$ cat src/rtl/crc16gen_tx_if.sv
// Handshake bundle between the reply-bit source, the CRC-16 appender and the line encoder.
// The master modport is the side that feeds payload bits and consumes the serial output.
interface crc16gen_tx_if;
    logic        start;
    logic        abort;
    logic        in_bit;
    logic        in_valid;
    logic        in_last;
    logic        in_ready;
    logic        out_bit;
    logic        out_valid;
    logic        out_ready;
    logic        busy;
    logic        done;
    logic [15:0] crc;

    modport master (
        output start, abort, in_bit, in_valid, in_last, out_ready,
        input  in_ready, out_bit, out_valid, busy, done, crc
    );

    modport slave (
        input  start, abort, in_bit, in_valid, in_last, out_ready,
        output in_ready, out_bit, out_valid, busy, done, crc
    );
endinterface

$ cat src/rtl/crc16gen_tx.sv
// Bit-serial CRC-16 generator: forwards payload bits unchanged, then appends the
// (optionally complemented) CRC MSB first through a single-stage output register.
module crc16gen_tx #(
    parameter logic [15:0] PRESET = 16'hFFFF,
    parameter logic [15:0] POLY   = 16'h1021,
    parameter bit          INVERT = 1'b1
) (
    input  logic              crcclk,
    input  logic              reset,
    crc16gen_tx_if.slave      bus
);

    localparam logic [1:0] ST_IDLE = 2'd0;
    localparam logic [1:0] ST_DATA = 2'd1;
    localparam logic [1:0] ST_CRC  = 2'd2;
    localparam logic [1:0] ST_DONE = 2'd3;

    logic [1:0]  r_state;
    logic [15:0] r_crc;
    logic [3:0]  r_count;
    logic        r_outBit;
    logic        r_outValid;

    logic        w_free;
    logic        w_inReady;
    logic        w_accept;
    logic        w_consume;
    logic        w_fb;
    logic [15:0] w_crcNext;
    logic        w_crcBit;
    logic        w_done;

    // The output stage may take a new bit when empty or being drained this cycle.
    assign w_free    = !r_outValid || bus.out_ready;
    assign w_inReady = (r_state == ST_DATA) && w_free && !bus.abort;
    assign w_accept  = w_inReady && bus.in_valid;
    assign w_consume = r_outValid && bus.out_ready;
    assign w_fb      = bus.in_bit ^ r_crc[15];
    assign w_crcNext = {r_crc[14:0], 1'b0} ^ (w_fb ? POLY : 16'h0000);
    assign w_crcBit  = r_crc[4'd15 - r_count] ^ INVERT;
    assign w_done    = (r_state == ST_DONE) && w_consume && !bus.abort;

    always_ff @(posedge crcclk or posedge reset) begin
        if (reset) begin
            r_state    <= ST_IDLE;
            r_crc      <= PRESET;
            r_count    <= 4'd0;
            r_outBit   <= 1'b0;
            r_outValid <= 1'b0;
        end else if (bus.abort) begin
            r_state    <= ST_IDLE;
            r_crc      <= PRESET;
            r_count    <= 4'd0;
            r_outBit   <= 1'b0;
            r_outValid <= 1'b0;
        end else begin
            case (r_state)
                ST_IDLE: begin
                    if (bus.start) begin
                        r_state <= ST_DATA;
                        r_crc   <= PRESET;
                        r_count <= 4'd0;
                    end
                end
                ST_DATA: begin
                    if (w_accept) begin
                        r_outBit   <= bus.in_bit;
                        r_outValid <= 1'b1;
                        r_crc      <= w_crcNext;
                        if (bus.in_last) begin
                            r_state <= ST_CRC;
                            r_count <= 4'd0;
                        end
                    end else if (w_free) begin
                        r_outBit   <= 1'b0;
                        r_outValid <= 1'b0;
                    end
                end
                ST_CRC: begin
                    // The CRC register is frozen here; the counter walks it MSB first.
                    if (w_free) begin
                        r_outBit   <= w_crcBit;
                        r_outValid <= 1'b1;
                        r_count    <= r_count + 4'd1;
                        if (r_count == 4'd15) begin
                            r_state <= ST_DONE;
                        end
                    end
                end
                default: begin
                    if (w_consume) begin
                        r_outBit   <= 1'b0;
                        r_outValid <= 1'b0;
                        r_state    <= ST_IDLE;
                    end
                end
            endcase
        end
    end

    assign bus.in_ready  = w_inReady;
    assign bus.out_bit   = r_outBit;
    assign bus.out_valid = r_outValid;
    assign bus.busy      = (r_state != ST_IDLE);
    assign bus.done      = w_done;
    assign bus.crc       = r_crc;

endmodule

$ cat src/flat_wrapper.sv
// flat-port wrapper written by rule: the top's interface ports become plain ports
module crc16gen_tx_flat 
#(
    parameter logic [15:0] PRESET = 16'hFFFF,
    parameter logic [15:0] POLY   = 16'h1021,
    parameter bit          INVERT = 1'b1
)
  (crcclk, reset, bus_start, bus_abort, bus_in_bit, bus_in_valid, bus_in_last, bus_out_ready, bus_in_ready, bus_out_bit, bus_out_valid, bus_busy, bus_done, bus_crc);
  crc16gen_tx_if bus_i ();
  input  logic crcclk;
  input  logic reset;
  input wire logic [$bits(bus_i.start)-1:0] bus_start;
  input wire logic [$bits(bus_i.abort)-1:0] bus_abort;
  input wire logic [$bits(bus_i.in_bit)-1:0] bus_in_bit;
  input wire logic [$bits(bus_i.in_valid)-1:0] bus_in_valid;
  input wire logic [$bits(bus_i.in_last)-1:0] bus_in_last;
  input wire logic [$bits(bus_i.out_ready)-1:0] bus_out_ready;
  output wire logic [$bits(bus_i.in_ready)-1:0] bus_in_ready;
  output wire logic [$bits(bus_i.out_bit)-1:0] bus_out_bit;
  output wire logic [$bits(bus_i.out_valid)-1:0] bus_out_valid;
  output wire logic [$bits(bus_i.busy)-1:0] bus_busy;
  output wire logic [$bits(bus_i.done)-1:0] bus_done;
  output wire logic [$bits(bus_i.crc)-1:0] bus_crc;
  assign bus_i.start = bus_start;
  assign bus_i.abort = bus_abort;
  assign bus_i.in_bit = bus_in_bit;
  assign bus_i.in_valid = bus_in_valid;
  assign bus_i.in_last = bus_in_last;
  assign bus_i.out_ready = bus_out_ready;
  assign bus_in_ready = bus_i.in_ready;
  assign bus_out_bit = bus_i.out_bit;
  assign bus_out_valid = bus_i.out_valid;
  assign bus_busy = bus_i.busy;
  assign bus_done = bus_i.done;
  assign bus_crc = bus_i.crc;
  crc16gen_tx #(.PRESET(PRESET), .POLY(POLY), .INVERT(INVERT)) u_core (.crcclk(crcclk), .reset(reset), .bus(bus_i));
endmodule
$ cat config.mk
export PLATFORM = sky130hd
export DESIGN_NAME = crc16gen_tx_flat
export DESIGN_NICKNAME = d
export VERILOG_FILES = /design/src/rtl/crc16gen_tx_if.sv /design/src/rtl/crc16gen_tx.sv /design/src/flat_wrapper.sv
export SDC_FILE = /design/constraint.sdc
export NUM_CORES = 1
export LEC_CHECK = 0
export CAP_MARGIN = 10
export CORE_AREA = 2 2 63 65
export DETAILED_ROUTE_END_ITERATION = 10
export DIE_AREA = 0 0 65 67
export PLACE_DENSITY = 0.71
export SYNTH_ARGS = -nofsm -noshare
export SYNTH_HDL_FRONTEND = slang
export SYNTH_SLANG_ARGS = --single-unit
$ cat constraint.sdc
create_clock -name crcclk -period 4.76 [get_ports crcclk]
set_input_delay 0.952 -clock crcclk [delete_from_list [all_inputs] [get_ports crcclk]]
set_output_delay 0.952 -clock crcclk [all_outputs]
set_load 0.1 [all_outputs]
==> load_flow_metrics.sql <==
INSERT INTO impl_metrics (metric_group, metric, value, unit) VALUES
('power', 'total_power_density_per_cell_area', '434', 'nW/um2'),
('grt', 'gr-usage-all-layers', '0.155', ''),
('setup_path', 'critical_path.max_stage_delay', '0.53', 'ns'),
('setup_path', 'path_buf_inv', '3', ''),
('final_layout', 'layout-drive-gt1-share', '0.164', ''),
('clock_tree', 'clk_transition_reported_paths', '0.08', 'ns'),
('route', 'drt-wirelength-per-cell', '14.1', 'um'),
('timing', 'final.hold.worst_slack', '0.489', 'ns'),
('clock_tree', 'clockBufferDepth', '2', ''),
('route', 'remaining_drc_errors', '0', ''),
('timing', 'finalWorstSetupSlack', '1.01', 'ns'),
('setup_path', 'path_cells', 'clkdlybuf4s50_1 > inv_1 > nand2_1 > nor2_1 > buf_4', ''),
('setup_path', 'critPathArrivalTime', '2.80', 'ns'),
('synthesis', 'synth-seq-cells', '24', ''),
('run', 'cap_violations', '0', ''),
('place', 'worst_slack_at_placement', '1.05', 'ns'),
('setup_path', 'critPathSlowestCell', 'sky130_fd_sc_hd__clkdlybuf4s50_1', ''),
('timing', 'final_period_minus_worst_setup_slack', '3.75', 'ns'),
('clock_tree', 'tritoncts', 'yes', ''),
('floorplan', 'die_width', '65', 'um'),
('timing', 'timing.final.setup_violations', '0', ''),
('clock_tree', 'setup_buffers_after_cts', '0', ''),
('timing', 'finalCritPeriodShare', '0.788', ''),
('place', 'place.gp.congestion', '0.828', ''),
('min_path', 'path_class_of_the_lowest_slack_min_delay_path', 'reg2reg', ''),
('synthesis', 'synth.yosys.warnings', '0', ''),
('power', 'power_leakage', '0.824', 'nW'),
('route', 'pre_repair_dr_iteration_count', '4', ''),
('route', 'routed-via-count', '1215', ''),
('place', 'numPortBuffers', '28', ''),
('grt', 'globalRouteOverflowTotal', '0', ''),
('synthesis', 'syn_nets', '170', ''),
('power', 'fin_total_pwr', '781', 'uW'),
('setup_path', 'cp-start-kind', 'input port', ''),
('floorplan', 'die_ht', '67', 'um'),
('synthesis', 'syn-mean-instance-area', '9.16', 'um2'),
('floorplan', 'rows', '22', ''),
('timing', 'tightest_slew', '0.967', 'ns'),
('route', 'via_to_cell_ratio', '5.26', ''),
('grt', 'antenna_found_initial', '0', ''),
('clock_tree', 'cts_root_buf', 'sky130_fd_sc_hd__clkbuf_8', ''),
('place', 'numPlacedInstances', '227', ''),
('grt', 'grt_first_pass_wirelength', '5.18', 'mm'),
('setup_path', 'cp_top_family', 'buffers and inverters', ''),
('power', 'vdd_ir_drop_max', '140', 'uV'),
('route', 'initialDrtViolationCount', '138', ''),
('place', 'detailed_place_hpwl', '2.44', 'mm'),
('grt', 'largest_net_degree_at_the_start_of_global_routing', '33', ''),
('floorplan', 'floorplan.die_area', '4360', 'um2'),
('floorplan', 'core', '3610', 'um2'),
('final_layout', 'post_layout_nonfiller_instances', '231', ''),
('place', 'dpl_cell_area', '1750', 'um2'),
('timing', 'report.final.slew_viol_count', '0', ''),
('setup_path', 'required', '3.81', 'ns'),
('timing', 'fmax', '267', 'MHz'),
('final_layout', 'most_common_cell_after_layout_fill_and_taps_aside', 'sky130_fd_sc_hd__clkdlybuf4s50_1', ''),
('synthesis', 'mappedNetlistArea', '1440', 'um2'),
('outcome', 'run_status', 'finished, final reports clean', ''),
('synthesis', 'synth-seq-area-share', '0.432', ''),
('floorplan', 'ioPinCount', '29', ''),
('clock_tree', 'post_cts_resize_count', '0', ''),
('timing', 'grt_setup_unrepaired', 'no', ''),
('grt', 'number_of_global_route_vias_before_repair', '1156', ''),
('clock_tree', 'cts.sink_count', '24', ''),
('timing', 'setup_tns', '0', 'ns'),
('final_layout', 'fillers', '344', ''),
('clock_tree', 'cts-htree-levels', '1', ''),
('route', 'final_wl', '3.25', 'mm'),
('setup_path', 'critPathCaptureType', 'output port', ''),
('clock_tree', 'hold_buffers', '0', ''),
('floorplan', 'start_util', '0.399', '');
kinds of logic (layout without fill, tap and decap cells):
| group | after synthesis | in the layout | share of synthesized area |
|---|---|---|---|
| buf+inv | 31 | 57 | 0.0844 |
| mux | 9 | 9 | 0.0818 |
| flops | 24 | 24 | 0.432 |
| fa+ha+maj | 5 | 5 | 0.0435 |
| xor+xnor | 3 | 3 | 0.0183 |
| simple gates | 50 | 50 | 0.175 |
| compound gates | 35 | 35 | 0.165 |
layout make-up:
type / count / area, um2 / area share
Multi-Input combinational cell: 102 / 696 / 0.386
Sequential cell: 24 / 621 / 0.345
Timing Repair Buffer: 28 / 275 / 0.153
Inverter: 25 / 93.8 / 0.0521
Clock buffer: 4 / 55.1 / 0.0306
Tap cell: 48 / 60.1 / 0.0334
cell usage after synthesis:
cell type	number	area (um2)
sky130_fd_sc_hd__mux2i_1	5	50.1
sky130_fd_sc_hd__nand3_1	3	15.0
sky130_fd_sc_hd__o311a_2	1	11.3
sky130_fd_sc_hd__nand3b_1	1	7.51
sky130_fd_sc_hd__dfstp_2	16	420
sky130_fd_sc_hd__o31a_2	1	10.0
sky130_fd_sc_hd__nand2b_1	1	6.26
sky130_fd_sc_hd__buf_2	4	20.0
sky130_fd_sc_hd__nand2_1	10	37.5
sky130_fd_sc_hd__nor3b_1	2	15.0
sky130_fd_sc_hd__o211ai_1	1	7.51
sky130_fd_sc_hd__a22o_2	1	10.0
sky130_fd_sc_hd__o311ai_0	1	8.76
sky130_fd_sc_hd__nor4_1	1	6.26
sky130_fd_sc_hd__mux4_2	2	45.0
sky130_fd_sc_hd__o21ai_0	1	5.00
sky130_fd_sc_hd__o41a_1	2	22.5
sky130_fd_sc_hd__a31oi_1	2	12.5
sky130_fd_sc_hd__inv_1	25	93.8
sky130_fd_sc_hd__xnor2_1	2	17.5
sky130_fd_sc_hd__xor2_1	1	8.76
sky130_fd_sc_hd__o21a_4	1	15.0
sky130_fd_sc_hd__a21oi_1	19	95.1
sky130_fd_sc_hd__nor2_1	9	33.8
sky130_fd_sc_hd__a21o_1	1	7.51
sky130_fd_sc_hd__nor2b_4	1	13.8
sky130_fd_sc_hd__o41ai_1	1	8.76
sky130_fd_sc_hd__clkbuf_1	2	7.51
sky130_fd_sc_hd__nor3_1	20	100
sky130_fd_sc_hd__a211o_1	1	8.76
sky130_fd_sc_hd__dfrtp_1	8	200
sky130_fd_sc_hd__nand4_1	1	6.26
sky130_fd_sc_hd__o31ai_1	2	15.0
sky130_fd_sc_hd__mux2_1	2	22.5
sky130_fd_sc_hd__nor3_2	1	10.0
sky130_fd_sc_hd__ha_1	5	62.6
metal layers:
metal  routed length (um)  track usage  vias to the layer above
li1                     -            -                      600
met2                 1680        0.274                       40
met1                 1350        0.185                      566
met3                  162       0.0236                        9
met5                    0            0                        -
met4                   64       0.0718                        0
worst paths after layout:
path	start	to	slack (ns)	depth (start not counted)
max	bus_abort	bus_in_ready	1.01	5
min	u_core.bus.crc[13]	u_core.bus.crc[13]	0.49	2
max reg2reg	u_core.r_count[0]	u_core.r_state[1]	2.72	5
min reg2reg	u_core.bus.crc[13]	u_core.bus.crc[13]	0.49	2
max in group asynchronous	reset	u_core.r_state[1]	3.04	2
min in group asynchronous	reset	u_core.r_count[2]	1.18	2
flip-flops by register name (all words and copies together), names as in the netlist:
name,cells
u_core.bus.crc,16
u_core.r_count,4
u_core.r_state,2
u_core.bus.out_valid,1
u_core.bus.out_bit,1
report_power, final:
| part | internal, mW | switching [mW] |
|---|---|---|
| logic | 0.110 | 0.277 |
| clock network | 0.0739 | 0.0626 |
| registers | 0.229 | 0.0290 |
| total | 0.412 | 0.368 |
worst reg2reg max path: stages, from the launching register on:
cell	delay, ns
sky130_fd_sc_hd__dfrtp_1	0.63
sky130_fd_sc_hd__ha_1	0.29
sky130_fd_sc_hd__nand3_1	0.10
sky130_fd_sc_hd__a22o_2	0.21
sky130_fd_sc_hd__o41a_1	0.35
sky130_fd_sc_hd__mux2_1	0.33
(Power assumes the default switching activity.)
